===== config.mk =====
export PLATFORM = sky130hd
export DESIGN_NAME = axis_split_router_3
export DESIGN_NICKNAME = d
export VERILOG_FILES = /design/src/rtl/axis_split_router_pkg.sv /design/src/rtl/axis_split_router_3_skid_reg.sv /design/src/rtl/axis_split_router_3.sv
export SDC_FILE = /design/constraint.sdc
export NUM_CORES = 1
export LEC_CHECK = 0
export CAP_MARGIN = 15
export CELL_PAD_IN_SITES_DETAIL_PLACEMENT = 1
export CELL_PAD_IN_SITES_GLOBAL_PLACEMENT = 2
export CORE_MARGIN = 3
export CORE_UTILIZATION = 35
export DETAILED_ROUTE_END_ITERATION = 8
export PLACE_DENSITY = 0.89
export SYNTH_ARGS = -nofsm -noshare
export SYNTH_HDL_FRONTEND = slang
export SYNTH_SLANG_ARGS = --single-unit

===== constraint.sdc =====
create_clock -name clk -period 6.4 [get_ports clk]
set_input_delay 1.92 -clock clk [delete_from_list [all_inputs] [get_ports clk]]
set_output_delay 1.92 -clock clk [all_outputs]
set_load 0.02 [all_outputs]

===== src/rtl/axis_split_router_pkg.sv =====
// Shared definitions for the 3-port AXI4-Stream split router.
// Contains the route field width, the drop route code and the FSM state encoding.
package axis_split_router_pkg;

  localparam int ROUTE_W = 2;

  // Route code that marks a frame to be consumed and counted, not forwarded.
  localparam logic [ROUTE_W-1:0] ROUTE_DROP = 2'd3;

  typedef enum logic [1:0] {
    SOF  = 2'd0,
    FWD  = 2'd1,
    DROP = 2'd2
  } state_e;

endpackage


===== src/rtl/axis_split_router_3_skid_reg.sv =====
// axis_skid_reg: 2-entry registered skid buffer (output register + one skid entry).
// Ports:
//   clk, rst        clock, synchronous active-high reset
//   wr_en, wr_data  write side; the writer only writes while skid_empty=1
//   skid_empty      skid entry free; this is the write-side ready (registered only)
//   out_valid/out_data/out_ready  read side, AXI-style handshake
module axis_skid_reg #(
  parameter int W = 65
) (
  input  logic         clk,
  input  logic         rst,
  input  logic         wr_en,
  input  logic [W-1:0] wr_data,
  output logic         skid_empty,
  output logic         out_valid,
  output logic [W-1:0] out_data,
  input  logic         out_ready
);

  logic         out_valid_q, out_valid_d;
  logic [W-1:0] out_data_q, out_data_d;
  logic         skid_valid_q, skid_valid_d;
  logic [W-1:0] skid_data_q, skid_data_d;
  logic         pop;

  always_comb begin
    out_valid_d  = out_valid_q;
    out_data_d   = out_data_q;
    skid_valid_d = skid_valid_q;
    skid_data_d  = skid_data_q;
    pop          = out_valid_q & out_ready;
    if (skid_valid_q) begin
      // Skid full: no write can arrive; a read refills the output from the skid.
      if (pop) begin
        out_data_d   = skid_data_q;
        skid_valid_d = 1'b0;
      end
    end else if (wr_en) begin
      if (!out_valid_q || pop) begin
        out_valid_d = 1'b1;
        out_data_d  = wr_data;
      end else begin
        skid_valid_d = 1'b1;
        skid_data_d  = wr_data;
      end
    end else if (pop) begin
      out_valid_d = 1'b0;
    end
  end

  always_ff @(posedge clk) begin
    if (rst) begin
      out_valid_q  <= 1'b0;
      out_data_q   <= '0;
      skid_valid_q <= 1'b0;
      skid_data_q  <= '0;
    end else begin
      out_valid_q  <= out_valid_d;
      out_data_q   <= out_data_d;
      skid_valid_q <= skid_valid_d;
      skid_data_q  <= skid_data_d;
    end
  end

  assign skid_empty = ~skid_valid_q;
  assign out_valid  = out_valid_q;
  assign out_data   = out_data_q;

endmodule


===== src/rtl/axis_split_router_3.sv =====
// axis_split_router_3: steers whole AXI4-Stream frames to one of three outputs
// using the 2-bit route field of the first beat; route 3 frames are dropped and counted.
// Ports:
//   clk, rst                    clock, synchronous active-high reset
//   s_axis_*                    input stream (tvalid/tdata/tlast/tready)
//   m00/m01/m02_axis_*          output streams, each behind a 2-entry skid buffer
//   drop_count                  saturating count of dropped frames
//
// state | meaning
// SOF   | waiting for the first beat of a frame; route decoded from s_axis_tdata
// FWD   | forwarding the rest of the frame to port sel_q
// DROP  | discarding the rest of a route-3 frame
module axis_split_router_3
  import axis_split_router_pkg::*;
#(
  parameter int DATA_WIDTH = 64,
  parameter int ROUTE_LSB  = 60,
  parameter int CNT_WIDTH  = 16
) (
  input  logic                  clk,
  input  logic                  rst,
  input  logic                  s_axis_tvalid,
  input  logic [DATA_WIDTH-1:0] s_axis_tdata,
  input  logic                  s_axis_tlast,
  output logic                  s_axis_tready,
  output logic                  m00_axis_tvalid,
  output logic [DATA_WIDTH-1:0] m00_axis_tdata,
  output logic                  m00_axis_tlast,
  input  logic                  m00_axis_tready,
  output logic                  m01_axis_tvalid,
  output logic [DATA_WIDTH-1:0] m01_axis_tdata,
  output logic                  m01_axis_tlast,
  input  logic                  m01_axis_tready,
  output logic                  m02_axis_tvalid,
  output logic [DATA_WIDTH-1:0] m02_axis_tdata,
  output logic                  m02_axis_tlast,
  input  logic                  m02_axis_tready,
  output logic [CNT_WIDTH-1:0]  drop_count
);

  state_e               state_q, state_d;
  logic [ROUTE_W-1:0]   sel_q, sel_d;
  logic [CNT_WIDTH-1:0] drop_q, drop_d;

  logic [ROUTE_W-1:0]   route;
  logic [ROUTE_W-1:0]   tgt;
  logic [3:0]           port_free;
  logic [2:0]           skid_empty;
  logic [2:0]           wr_en;
  logic [2:0]           m_valid, m_ready;
  logic [DATA_WIDTH:0]  m_pay [3];
  logic                 accept, fwd_ok;

  assign route = s_axis_tdata[ROUTE_LSB +: ROUTE_W];
  // Index 3 is the drop route, which can always accept.
  assign port_free = {1'b1, skid_empty};
  assign accept    = s_axis_tvalid & s_axis_tready;

  // State register
  always_ff @(posedge clk) begin
    if (rst) begin
      state_q <= SOF;
      sel_q   <= '0;
      drop_q  <= '0;
    end else begin
      state_q <= state_d;
      sel_q   <= sel_d;
      drop_q  <= drop_d;
    end
  end

  // Next-state logic
  always_comb begin
    logic drop_inc;
    state_d  = state_q;
    sel_d    = sel_q;
    drop_d   = drop_q;
    drop_inc = 1'b0;
    if (accept) begin
      case (state_q)
        SOF: begin
          if (route == ROUTE_DROP) begin
            if (s_axis_tlast) drop_inc = 1'b1;
            else              state_d  = DROP;
          end else begin
            sel_d = route;
            if (!s_axis_tlast) state_d = FWD;
          end
        end
        FWD: begin
          if (s_axis_tlast) state_d = SOF;
        end
        DROP: begin
          if (s_axis_tlast) begin
            drop_inc = 1'b1;
            state_d  = SOF;
          end
        end
        default: state_d = SOF;
      endcase
    end
    if (drop_inc && (drop_q != {CNT_WIDTH{1'b1}})) drop_d = drop_q + 1'b1;
  end

  // Output logic: input ready and per-port write enables
  always_comb begin
    s_axis_tready = 1'b0;
    tgt           = sel_q;
    fwd_ok        = 1'b0;
    case (state_q)
      SOF: begin
        s_axis_tready = port_free[route];
        tgt           = route;
        fwd_ok        = (route != ROUTE_DROP);
      end
      FWD: begin
        s_axis_tready = port_free[sel_q];
        fwd_ok        = 1'b1;
      end
      DROP: s_axis_tready = 1'b1;
      default: s_axis_tready = 1'b0;
    endcase
    wr_en[0] = accept & fwd_ok & (tgt == 2'd0);
    wr_en[1] = accept & fwd_ok & (tgt == 2'd1);
    wr_en[2] = accept & fwd_ok & (tgt == 2'd2);
  end

  assign m_ready = {m02_axis_tready, m01_axis_tready, m00_axis_tready};

  for (genvar p = 0; p < 3; p++) begin : g_port
    axis_skid_reg #(.W(DATA_WIDTH + 1)) u_skid (
      .clk       (clk),
      .rst       (rst),
      .wr_en     (wr_en[p]),
      .wr_data   ({s_axis_tlast, s_axis_tdata}),
      .skid_empty(skid_empty[p]),
      .out_valid (m_valid[p]),
      .out_data  (m_pay[p]),
      .out_ready (m_ready[p])
    );
  end

  assign m00_axis_tvalid = m_valid[0];
  assign m00_axis_tlast  = m_pay[0][DATA_WIDTH];
  assign m00_axis_tdata  = m_pay[0][DATA_WIDTH-1:0];
  assign m01_axis_tvalid = m_valid[1];
  assign m01_axis_tlast  = m_pay[1][DATA_WIDTH];
  assign m01_axis_tdata  = m_pay[1][DATA_WIDTH-1:0];
  assign m02_axis_tvalid = m_valid[2];
  assign m02_axis_tlast  = m_pay[2][DATA_WIDTH];
  assign m02_axis_tdata  = m_pay[2][DATA_WIDTH-1:0];
  assign drop_count      = drop_q;

endmodule


==> results of run 1 <==
registers in the layout (all words and copies together), names as in the netlist:
signal                      cells
drop_count                     16
g_port.u_skid.out_data        195
g_port.u_skid.out_valid         3
g_port.u_skid.skid_data_q     195
g_port.u_skid.skid_valid_q      3
sel_q                           2
state_q                         2
power breakdown:
group          leakage (uW)  total (uW)  switching, uW  internal (uW)
combinational       0.00333        1090            635            456
sequential          0.00337        2810           98.6           2710
clock              0.000784        2780           1110           1670
worst max-delay path by stage:
stage / from / end / slack (ps) / cells after the start
3_5_place_dp: s_axis_tdata[61] / s_axis_tready / 410 / 5
2_1_floorplan: s_axis_tdata[61] / s_axis_tready / 1470 / 3
4_1_cts: s_axis_tdata[61] / s_axis_tready / 390 / 5
5_1_grt: s_axis_tdata[60] / s_axis_tready / 250 / 5
3_3_place_gp: s_axis_tdata[61] / s_axis_tready / 400 / 5
6_report: s_axis_tdata[60] / s_axis_tready / 380 / 5
metrics by stage:
| step | utilization, % | instance area (sq um) | setup slack, ps | hold WS [ps] | power [uW] |
|---|---|---|---|---|---|
| 2_1_floorplan | - | 18800 | 1470 | 437 | 3490 |
| 3_3_place_gp | 41.5 | 22000 | 395 | 442 | 3930 |
| 3_5_place_dp | 41.5 | 22000 | 411 | 449 | 3960 |
| 4_1_cts | 44.5 | 23600 | 394 | 457 | 6760 |
| 5_1_grt | 44.5 | 23600 | 253 | 474 | 6930 |
| 6_report | 44.5 | 23600 | 385 | 454 | 6690 |
cell families (layout without fill, tap and decap cells):
kind of cell | Yosys count | after routing | synth area share (%)
and+or+nand+nor | 670 | 670 | 16.6
AOI/OAI and AO/OA | 627 | 627 | 28.7
adders and majority gates | 5 | 5 | 0.333
DFF | 416 | 416 | 44.3
xor gates and xnor gates | 15 | 15 | 0.699
buffers and inverters | 406 | 609 | 9.15
muxes | 3 | 3 | 0.186
routing by layer:
| metal | wire [um] | GRT usage [%] |
|---|---|---|
| met1 | 28600 | 28.7 |
| met2 | 30900 | 38.0 |
| met3 | 2960 | 3.78 |
| met4 | 1720 | 7.04 |
| met5 | 9 | 0 |
final cells by class:
cell class                 instances  area, sq um
clock buffer                      72         1440
clock inverter                    13          153
fill                            6062        29300
inverter                         207          777
multi-input combinational       1320         8840
sequential                       416         8340
tap                              688          861
timing repair buffer             317         3140
cell usage in the layout (no fill, tap or decap), types with 8 or more instances in the layout:
cell / n
sky130_fd_sc_hd__nor2_1: 23
sky130_fd_sc_hd__nand2_1: 403
sky130_fd_sc_hd__nand4_1: 8
sky130_fd_sc_hd__inv_1: 207
sky130_fd_sc_hd__clkbuf_8: 13
sky130_fd_sc_hd__nor2b_1: 192
sky130_fd_sc_hd__clkdlybuf4s50_1: 284
sky130_fd_sc_hd__a221oi_1: 45
sky130_fd_sc_hd__a211oi_1: 192
sky130_fd_sc_hd__a21oi_1: 205
sky130_fd_sc_hd__xnor2_1: 12
sky130_fd_sc_hd__clkbuf_16: 49
sky130_fd_sc_hd__buf_4: 29
sky130_fd_sc_hd__clkbuf_1: 10
sky130_fd_sc_hd__a221oi_2: 151
sky130_fd_sc_hd__dfxtp_1: 413
worst max-delay path: stages:
cell and delay [ps]:
sky130_fd_sc_hd__clkdlybuf4s50_1 630, sky130_fd_sc_hd__inv_1 230, sky130_fd_sc_hd__a221o_1 470, sky130_fd_sc_hd__a21oi_1 190, sky130_fd_sc_hd__clkdlybuf4s50_1 660
==> flow_summary.json, run 1 <==
{
  "detail_route.wirelength_um": 64200,
  "yosys_warnings": 0,
  "setup-tns-final_ps": 0,
  "timing.fmax_ghz": 0.166,
  "clk_root_buffer_cell": "sky130_fd_sc_hd__clkbuf_16",
  "netlist-cell-type-count": 51,
  "synthesis.area_per_instance_sq_um": 8.78,
  "design.core.area_sq_mm": 0.0529,
  "timing.hold.worst.class": "reg -> reg",
  "hold_path.startpoint": "g_port[2].u_skid.skid_data_q[44]$_SDFFE_PP0P_",
  "synthTopCellsByArea": "sky130_fd_sc_hd__dfxtp_1 44%, sky130_fd_sc_hd__a221oi_2 12%, sky130_fd_sc_hd__nand2_1 8.1%, sky130_fd_sc_hd__a211oi_1 7.7%, sky130_fd_sc_hd__nor2b_1 6.4%",
  "area_delta_synth_final_pct": 25.2,
  "largest_net_degree_at_the_start_of_global_routing": 128,
  "post-cts-setup-buffers": 0,
  "row_count": 84,
  "detailedRoute.firstIterationViolations": 955,
  "gp_congestion": 0.799,
  "worst_slew_pin_slew_ps": 1010,
  "maxCapViolCount": 0,
  "power_leakage_uw": 0.00749,
  "synth_top_area_share_pct": 44.3,
  "min_period_over_period_pct": 94.0,
  "crit_reg_reg_startpoint": "g_port[0].u_skid.skid_valid_q$_SDFF_PP0_",
  "setup-violations-final": 0,
  "cp_data_required_time_ps": 4480,
  "post_synthesis_net_count": 2218,
  "number_of_h_tree_branching_levels": 2,
  "irDropWorstVdd_mv": 0.159,
  "postSynthRegisterBits": 416,
  "fin_skew_ps": 30.0,
  "crit-reg2reg-capture": "g_port[0].u_skid.out_data[7]$_SDFFE_PP0P_",
  "postCtsResizedCells": 0,
  "max_transition_margin_pct": 32.6,
  "worst_hold_path.endpoint": "g_port[2].u_skid.skid_data_q[44]$_SDFFE_PP0P_",
  "floorplan.die_area_sq_mm": 0.0565,
  "wire_length_of_the_first_global_routing_pass_um": 101000,
  "netlist_top_cells_count": "416 x sky130_fd_sc_hd__dfxtp_1, 406 x sky130_fd_sc_hd__nand2_1, 208 x sky130_fd_sc_hd__a21oi_1, 207 x sky130_fd_sc_hd__inv_1",
  "number_of_antenna_violations_at_the_first_check_in_global_routing": 1,
  "detailedRoute.firstPassIterationCount": 5,
  "ff2ff_setup_slack_ps": 2450,
  "maxSlewViolCount": 0,
  "via_count_of_the_first_global_routing_pass": 17663,
  "cts_sinks": 416,
  "cts.path.max_buffers": 3,
  "cts_tree": "yes",
  "worst_setup_hold_path_clk_slew_ps": 50,
  "io_buffer_count": 285,
  "numCtsBuffers": 47,
  "syn_inst": 2142,
  "dp_hpwl_um": 39800,
  "finish.cell_count_without_fillers": 3033,
  "chipHeight_um": 238,
  "synth_top_cell_by_area": "sky130_fd_sc_hd__dfxtp_1",
  "chipWidth_um": 238,
  "postCtsHoldBufs": 0,
  "syn-cell-area_sq_mm": 0.0188,
  "min_delay_path_depth": 2,
  "viasPerCell": 5.46,
  "antenna_cells": 0,
  "placedCellCount": 2948,
  "avgRoutedWirePerCell_um": 21.2,
  "post_route_cells_drive_above_1_share_pct": 12.0,
  "worst_reg2reg_path_depth": 6,
  "via_count": 16556,
  "grt_setup_unrepaired": "no",
  "synth-edff-count": 0,
  "global_route.overflow_total": 0,
  "worst_skew_pair.late_latency_ps": 590,
  "boundaryPins": 286,
  "start_util_pct": 35.6,
  "final_hold_viol_count": 0,
  "top_flip_flop_cell_by_instance_count_after_synthesis": "sky130_fd_sc_hd__dfxtp_1",
  "critPathMaxFanout": 8,
  "fin_nets": 2385,
  "synthMostInstantiatedCell": "sky130_fd_sc_hd__dfxtp_1",
  "timing.setup.critical_path_class": "in -> out",
  "drcViolationCount": 0,
  "critical_path.endpoint_type": "primary output",
  "worst-endpoint-arrival_ps": 4100,
  "run_status": "completed",
  "worstSetupStartpointType": "input pin",
  "period_minus_slack_ps": 6020,
  "power-per-cell-area_mw_per_mm2": 284,
  "postRouteAntennaNets": 0,
  "async_flop_share_pct": 0,
  "grtUsageTotal_pct": 22.3,
  "ys_seq_area_share_pct": 44.3
}
No activity file was read; power rests on OpenSTA's default activity.
==> run 2: changes to the inputs <==
CTS_CLUSTER_DIAMETER = 200   (was unset)
==> results of run 2 <==
Same layout as run 1: the final DEF is identical, and so are final timing and power.
